**src/rtl/ysyx_23060191_mem_arbiter_if.sv**
```systemverilog
// Handshaked memory bus between a requester (master) and a memory port (slave).
// Request and response channels each use their own valid/ready pair.
interface ysyx_23060191_mem_arbiter_if #(
   parameter int ADDR_W = 32,
   parameter int DATA_W = 32
);
   logic                  req_valid;
   logic                  req_ready;
   logic [ADDR_W-1:0]     addr;
   logic                  wen;
   logic [DATA_W-1:0]     wdata;
   logic [DATA_W/8-1:0]   wmask;
   logic                  rsp_valid;
   logic                  rsp_ready;
   logic [DATA_W-1:0]     rsp_rdata;
   logic                  rsp_err;

   modport master (
      output req_valid, addr, wen, wdata, wmask, rsp_ready,
      input  req_ready, rsp_valid, rsp_rdata, rsp_err
   );

   modport slave (
      input  req_valid, addr, wen, wdata, wmask, rsp_ready,
      output req_ready, rsp_valid, rsp_rdata, rsp_err
   );
endinterface

```
**src/rtl/ysyx_23060191_mem_arbiter.sv**
```systemverilog
// Round-robin arbiter sharing one memory port between the IFU (m0) and the LSU (m1).
// At most one transaction is in flight; request and response paths are combinational pass-through.
module ysyx_23060191_mem_arbiter #(
   parameter int ADDR_W = 32,
   parameter int DATA_W = 32
) (
   input  logic                        clk,
   input  logic                        rstn,
   ysyx_23060191_mem_arbiter_if.slave  m0,
   ysyx_23060191_mem_arbiter_if.slave  m1,
   ysyx_23060191_mem_arbiter_if.master s,
   output logic                        grant,
   output logic                        busy
);
   localparam int MASK_W = DATA_W / 8;

   typedef enum logic [1:0] {
      IDLE = 2'd0,
      REQ  = 2'd1,
      RSP  = 2'd2
   } state_t;

   state_t              state;
   state_t              state_nxt;
   logic                grant_nxt;
   logic                last_grant;
   logic                last_grant_nxt;

   logic [ADDR_W-1:0]   sel_addr;
   logic                sel_wen;
   logic [DATA_W-1:0]   sel_wdata;
   logic [MASK_W-1:0]   sel_wmask;
   logic                sel_rsp_ready;

   // Payload is taken straight from the granted master; masters hold it stable until accepted.
   assign sel_addr      = grant ? m1.addr      : m0.addr;
   assign sel_wen       = grant ? m1.wen       : m0.wen;
   assign sel_wdata     = grant ? m1.wdata     : m0.wdata;
   assign sel_wmask     = grant ? m1.wmask     : m0.wmask;
   assign sel_rsp_ready = grant ? m1.rsp_ready : m0.rsp_ready;

   assign busy = (state != IDLE);

   // last_grant resets to 1 so the IFU wins the first tie.
   always_ff @(posedge clk) begin
      if (!rstn) begin
         state      <= IDLE;
         grant      <= 1'b0;
         last_grant <= 1'b1;
      end else begin
         state      <= state_nxt;
         grant      <= grant_nxt;
         last_grant <= last_grant_nxt;
      end
   end

   always_comb begin
      state_nxt      = state;
      grant_nxt      = grant;
      last_grant_nxt = last_grant;
      unique case (state)
         IDLE: begin
            if (m0.req_valid || m1.req_valid) begin
               state_nxt = REQ;
               if (m0.req_valid && m1.req_valid) begin
                  grant_nxt = ~last_grant;
               end else begin
                  grant_nxt = m1.req_valid;
               end
            end
         end
         REQ: begin
            if (s.req_ready) begin
               state_nxt = RSP;
            end
         end
         RSP: begin
            if (s.rsp_valid && sel_rsp_ready) begin
               state_nxt      = IDLE;
               last_grant_nxt = grant;
            end
         end
         default: state_nxt = IDLE;
      endcase
   end

   always_comb begin
      s.req_valid  = 1'b0;
      s.addr       = '0;
      s.wen        = 1'b0;
      s.wdata      = '0;
      s.wmask      = '0;
      s.rsp_ready  = 1'b0;
      m0.req_ready = 1'b0;
      m0.rsp_valid = 1'b0;
      m0.rsp_rdata = '0;
      m0.rsp_err   = 1'b0;
      m1.req_ready = 1'b0;
      m1.rsp_valid = 1'b0;
      m1.rsp_rdata = '0;
      m1.rsp_err   = 1'b0;
      unique case (state)
         REQ: begin
            s.req_valid = 1'b1;
            s.addr      = sel_addr;
            s.wen       = sel_wen;
            s.wdata     = sel_wdata;
            s.wmask     = sel_wmask;
            if (grant) begin
               m1.req_ready = s.req_ready;
            end else begin
               m0.req_ready = s.req_ready;
            end
         end
         RSP: begin
            s.rsp_ready = sel_rsp_ready;
            if (grant) begin
               m1.rsp_valid = s.rsp_valid;
               m1.rsp_rdata = s.rsp_rdata;
               m1.rsp_err   = s.rsp_err;
            end else begin
               m0.rsp_valid = s.rsp_valid;
               m0.rsp_rdata = s.rsp_rdata;
               m0.rsp_err   = s.rsp_err;
            end
         end
         default: ;
      endcase
   end
endmodule

```
**src/flat_wrapper.sv**
```systemverilog
// flat-port wrapper written by rule: the top's interface ports become plain ports
module ysyx_23060191_mem_arbiter_flat 
#(
   parameter int ADDR_W = 32,
   parameter int DATA_W = 32
)
  (clk, rstn, grant, busy, m0_req_valid, m0_addr, m0_wen, m0_wdata, m0_wmask, m0_rsp_ready, m0_req_ready, m0_rsp_valid, m0_rsp_rdata, m0_rsp_err, m1_req_valid, m1_addr, m1_wen, m1_wdata, m1_wmask, m1_rsp_ready, m1_req_ready, m1_rsp_valid, m1_rsp_rdata, m1_rsp_err, s_req_valid, s_addr, s_wen, s_wdata, s_wmask, s_rsp_ready, s_req_ready, s_rsp_valid, s_rsp_rdata, s_rsp_err);
  ysyx_23060191_mem_arbiter_if #(.ADDR_W(ADDR_W), .DATA_W(DATA_W)) m0_i ();
  ysyx_23060191_mem_arbiter_if #(.ADDR_W(ADDR_W), .DATA_W(DATA_W)) m1_i ();
  ysyx_23060191_mem_arbiter_if #(.ADDR_W(ADDR_W), .DATA_W(DATA_W)) s_i ();
  input  logic clk;
  input  logic rstn;
  output logic grant;
  output logic busy;
  input wire logic [$bits(m0_i.req_valid)-1:0] m0_req_valid;
  input wire logic [$bits(m0_i.addr)-1:0] m0_addr;
  input wire logic [$bits(m0_i.wen)-1:0] m0_wen;
  input wire logic [$bits(m0_i.wdata)-1:0] m0_wdata;
  input wire logic [$bits(m0_i.wmask)-1:0] m0_wmask;
  input wire logic [$bits(m0_i.rsp_ready)-1:0] m0_rsp_ready;
  output wire logic [$bits(m0_i.req_ready)-1:0] m0_req_ready;
  output wire logic [$bits(m0_i.rsp_valid)-1:0] m0_rsp_valid;
  output wire logic [$bits(m0_i.rsp_rdata)-1:0] m0_rsp_rdata;
  output wire logic [$bits(m0_i.rsp_err)-1:0] m0_rsp_err;
  input wire logic [$bits(m1_i.req_valid)-1:0] m1_req_valid;
  input wire logic [$bits(m1_i.addr)-1:0] m1_addr;
  input wire logic [$bits(m1_i.wen)-1:0] m1_wen;
  input wire logic [$bits(m1_i.wdata)-1:0] m1_wdata;
  input wire logic [$bits(m1_i.wmask)-1:0] m1_wmask;
  input wire logic [$bits(m1_i.rsp_ready)-1:0] m1_rsp_ready;
  output wire logic [$bits(m1_i.req_ready)-1:0] m1_req_ready;
  output wire logic [$bits(m1_i.rsp_valid)-1:0] m1_rsp_valid;
  output wire logic [$bits(m1_i.rsp_rdata)-1:0] m1_rsp_rdata;
  output wire logic [$bits(m1_i.rsp_err)-1:0] m1_rsp_err;
  output wire logic [$bits(s_i.req_valid)-1:0] s_req_valid;
  output wire logic [$bits(s_i.addr)-1:0] s_addr;
  output wire logic [$bits(s_i.wen)-1:0] s_wen;
  output wire logic [$bits(s_i.wdata)-1:0] s_wdata;
  output wire logic [$bits(s_i.wmask)-1:0] s_wmask;
  output wire logic [$bits(s_i.rsp_ready)-1:0] s_rsp_ready;
  input wire logic [$bits(s_i.req_ready)-1:0] s_req_ready;
  input wire logic [$bits(s_i.rsp_valid)-1:0] s_rsp_valid;
  input wire logic [$bits(s_i.rsp_rdata)-1:0] s_rsp_rdata;
  input wire logic [$bits(s_i.rsp_err)-1:0] s_rsp_err;
  assign m0_i.req_valid = m0_req_valid;
  assign m0_i.addr = m0_addr;
  assign m0_i.wen = m0_wen;
  assign m0_i.wdata = m0_wdata;
  assign m0_i.wmask = m0_wmask;
  assign m0_i.rsp_ready = m0_rsp_ready;
  assign m0_req_ready = m0_i.req_ready;
  assign m0_rsp_valid = m0_i.rsp_valid;
  assign m0_rsp_rdata = m0_i.rsp_rdata;
  assign m0_rsp_err = m0_i.rsp_err;
  assign m1_i.req_valid = m1_req_valid;
  assign m1_i.addr = m1_addr;
  assign m1_i.wen = m1_wen;
  assign m1_i.wdata = m1_wdata;
  assign m1_i.wmask = m1_wmask;
  assign m1_i.rsp_ready = m1_rsp_ready;
  assign m1_req_ready = m1_i.req_ready;
  assign m1_rsp_valid = m1_i.rsp_valid;
  assign m1_rsp_rdata = m1_i.rsp_rdata;
  assign m1_rsp_err = m1_i.rsp_err;
  assign s_req_valid = s_i.req_valid;
  assign s_addr = s_i.addr;
  assign s_wen = s_i.wen;
  assign s_wdata = s_i.wdata;
  assign s_wmask = s_i.wmask;
  assign s_rsp_ready = s_i.rsp_ready;
  assign s_i.req_ready = s_req_ready;
  assign s_i.rsp_valid = s_rsp_valid;
  assign s_i.rsp_rdata = s_rsp_rdata;
  assign s_i.rsp_err = s_rsp_err;
  ysyx_23060191_mem_arbiter #(.ADDR_W(ADDR_W), .DATA_W(DATA_W)) u_core (.clk(clk), .rstn(rstn), .m0(m0_i), .m1(m1_i), .s(s_i), .grant(grant), .busy(busy));
endmodule
```
**config.mk**
```make
export PLATFORM = sky130hd
export DESIGN_NAME = ysyx_23060191_mem_arbiter_flat
export DESIGN_NICKNAME = d
export VERILOG_FILES = /design/src/rtl/ysyx_23060191_mem_arbiter_if.sv /design/src/rtl/ysyx_23060191_mem_arbiter.sv /design/src/flat_wrapper.sv
export SDC_FILE = /design/constraint.sdc
export NUM_CORES = 1
export LEC_CHECK = 0
export ABC_AREA = 1
export CAP_MARGIN = 20
export CORE_AREA = 5 5 121 123
export CTS_BUF_LIST = sky130_fd_sc_hd__clkbuf_8 sky130_fd_sc_hd__clkbuf_16
export DETAILED_ROUTE_END_ITERATION = 8
export DIE_AREA = 0 0 126 128
export PLACE_DENSITY = 0.56
export SETUP_SLACK_MARGIN = 0.05
export SLEW_MARGIN = 20
export SYNTH_ARGS = -nofsm -noshare
export SYNTH_HDL_FRONTEND = slang
export SYNTH_SLANG_ARGS = --single-unit
```
**constraint.sdc**
```tcl
create_clock -name clk -period 0.9 [get_ports clk]
set_input_delay 0.135 -clock clk [delete_from_list [all_inputs] [get_ports clk]]
set_output_delay 0.135 -clock clk [all_outputs]
set_load 0.05 [all_outputs]
```
==> results <==
==> through the flow <==
stage	instance area, um^2	setup TNS, ns	utilization [%]
2_1_floorplan	2990	-75.94	-
3_3_place_gp	7570	-51.65	55.8
3_5_place_dp	7570	-53.39	55.8
4_1_cts	8320	-82.39	61.4
5_1_grt	8650	-90.44	63.8
6_report	8650	-82.85	63.8
==> worst max path at each step <==
stage	start	to	slack, ns	cells after the start
3_5_place_dp	m0_rsp_ready	s_rsp_ready	-0.45	6
3_3_place_gp	m0_rsp_ready	s_rsp_ready	-0.41	6
5_1_grt	u_core.state[0]	s_addr[5]	-0.68	7
6_report	u_core.state[0]	s_addr[5]	-0.63	7
4_1_cts	u_core.grant	m1_rsp_rdata[2]	-0.62	5
2_1_floorplan	u_core.state[0]	s_wdata[23]	-0.66	6
==> metal layers <==
layer | vias to the layer above | GRT usage (%) | share of wire [%]
met5 | - | 0 | 0
met1 | 1800 | 18.7 | 33
met3 | 13 | 5.42 | 7.6
li1 | 1855 | - | -
met2 | 170 | 37.9 | 58
met4 | 0 | 2.78 | 1.3
==> power by group through the flow <==
stage / Sequential (W) / Clock, W / Combinational (W)
6_report: 0.000213 / 0.000698 / 0.00569
3_5_place_dp: 0.000209 / 0 / 0.00506
2_1_floorplan: 0.000218 / 0 / 0.00256
5_1_grt: 0.000216 / 0.000730 / 0.00592
3_3_place_gp: 0.000208 / 0 / 0.00501
4_1_cts: 0.000213 / 0.000711 / 0.00551
==> worst reg2reg max path: cells and delay by family (launching register included) <==
family / cells / cell delay, ns
buf+inv: 6 / 0.69
flops: 1 / 0.31
simple gates: 2 / 0.08
compound gates: 1 / 0.04
==> cell families (layout without fill, tap and decap cells) <==
family / Yosys count / after routing / synth area share [%]
simple gates: 227 / 227 / 52.5
buf+inv: 71 / 423 / 19.7
compound gates: 76 / 76 / 23.0
flops: 4 / 4 / 4.83
==> flip-flops by register name, summed over array words and instances (netlist names) <==
register / cells
u_core.grant: 1
u_core.last_grant: 1
u_core.state: 2
==> placed cells by master, fill, tap and decap left out, types with 7 or more instances in the layout <==
master             n
buf_12           123
nand2_1          121
inv_1             38
buf_6             33
clkbuf_16          7
nor2_4            72
buf_4              7
nand2_2           19
buf_8             20
buf_16             9
clkdlybuf4s50_1  178
a21oi_4           69
nand2_4            9
==> final cells by class <==
cell class                 count  share of cell area, %
clock buffer                   3                  0.868
timing repair buffer         374                   61.4
inverter                      43                   2.15
timing repair inverter         2                  0.260
clock inverter                 1                 0.0434
tap                          180                   2.60
sequential                     4                  0.998
multi-input combinational    303                   31.6
==> what timing repair did <==
action	4_1_cts	5_1_grt
resized for setup	108	43
setup endpoints to repair	147	147
gates cloned	9	4
pin swaps	27	14
hold buffers	0	0
buffers inserted	7	6
==> impl_metrics.ini <==
[job]
max_cap_violations = 0

[yosys]
synth_top_cell_by_area = nand2_1
yosysUniqueCellTypes = 15
ys_ff_latch = 4
synth_area_leaders = nand2_1 (34%), a21oi_1 (22%), nor2_1 (16%), inv_1 (9.1%), buf_2 (5.4%)
yosys_warnings = 0
yosysSeqAreaShare_pct = 4.83
synth-main-ff-cell = dfxtp_1
netlist_area_um2 = 1660
synth.top_cell.area_share_pct = 33.8
syn-mean-instance-area_um2 = 4.38
ys_async_sr_fraction_pct = 0
synth_most_common_cell = nand2_1
netlist_instances = 378
synth_commonest_cells = nand2_1 (149), a21oi_1 (73), nor2_1 (72), inv_1 (40), buf_2 (18)
synth_edf_count = 0
synthesis.nets = 557

[global_route]
grt_max_degree = 27
grt_pass1_vias = 4256
grt_pass1_wl_um = 23800
antenna_found_initial = 0
grt_usage_pct = 18.6
overflow = 0

[worst_setup_path]
arrival_ns = 1.39
rr_worst_depth = 9
cpMostUsedCell = buf_12
r2r_slack_ns = -0.35
path_cells = inv_2 > nor2_4 > buf_12 > inv_12 > clkbuf_16 > a21oi_4 > buf_12
critPathLaunchType = flip-flop
rr_startpoint = u_core.state[0]
crit_path_top_delay_cell = dfxtp_2
required_ns = 0.76
crit_path_end_kind = output pin
crit_type = reg2out
cp_max_fo = 6
critical_path.top_delay_family = buffers and inverters
critical_path.max_stage_delay_ns = 0.32
r2r_end = u_core.state[0]
worst-path-buf-inv = 5

[detailed_routing]
wl_per_cell_um = 17.6
drt-initial-drc-count = 67
wirelength_um = 16000
drc = 0
first_pass_iters = 4
vias_per_cell = 4.22
ant_nets = 0
route.vias.total = 3838

[floorplanning]
die-height_um = 128
die_w_um = 126
placementRows = 43
start_util_pct = 12.2
io_pins = 322
core_um2 = 13600
dieArea_um2 = 16100

[worst_hold_path]
whs_path_depth = 2
holdCritPathClass = reg2reg
worstHoldStart = u_core.last_grant
hold_end = u_core.last_grant

[placement]
dp.final_hpwl_um = 13000
numPortBuffers = 321
dp.cells = 881
gp_congestion = 0.853
dp_slack_ns = -0.451

[sta]
rsz0062_at_grt = yes
finalSetupViolCount = 147
fmax_mhz = 655
finalHoldViolCount = 0
slew-limit-headroom_pct = 77.7
worst_pin_slew_ns = 0.331
slew_viol_final = 0
hold_ws_ns = 0.491
period_needed_ns = 1.53
worst_slack_ns = -0.628
skew_ns = 0.00339
finalCritPeriodShare_pct = 170

[finish]
synthToLayoutAreaGrowth_pct = 422
final_nets = 910
seq_area_um2 = 86.3
drive_gt1_share_pct = 52.7
diodes = 0
fill_cells = 1094
layout.cells.non_filler = 910
multi_input_area_um2 = 2740

[pwr]
power_w = 0.00660
pwr_density_cell_nw_per_um2 = 762
vdd_drop_max_uv = 484
clkPwrFrac_pct = 10.6
combPwrFrac_pct = 86.2
leakagePower_nw = 3.34
p_switching_w = 0.00307
seq_power_share_pct = 3.2
p_int_w = 0.00353
sw_frac_of_total_pct = 46.5

[run_status]
status = finished, violations left
violations = setup timing

[clock_network]
cts_tree = yes
cts_buffer_depth = 2
insertion_delay_ns = 0.23
clk_pin_slew_worst_paths_ns = 0.03
root_buffer = clkbuf_16
htreeDepth = 1
cts_sinks = 4
numCtsBuffers = 3
No activity file was read; power rests on OpenSTA's default activity.
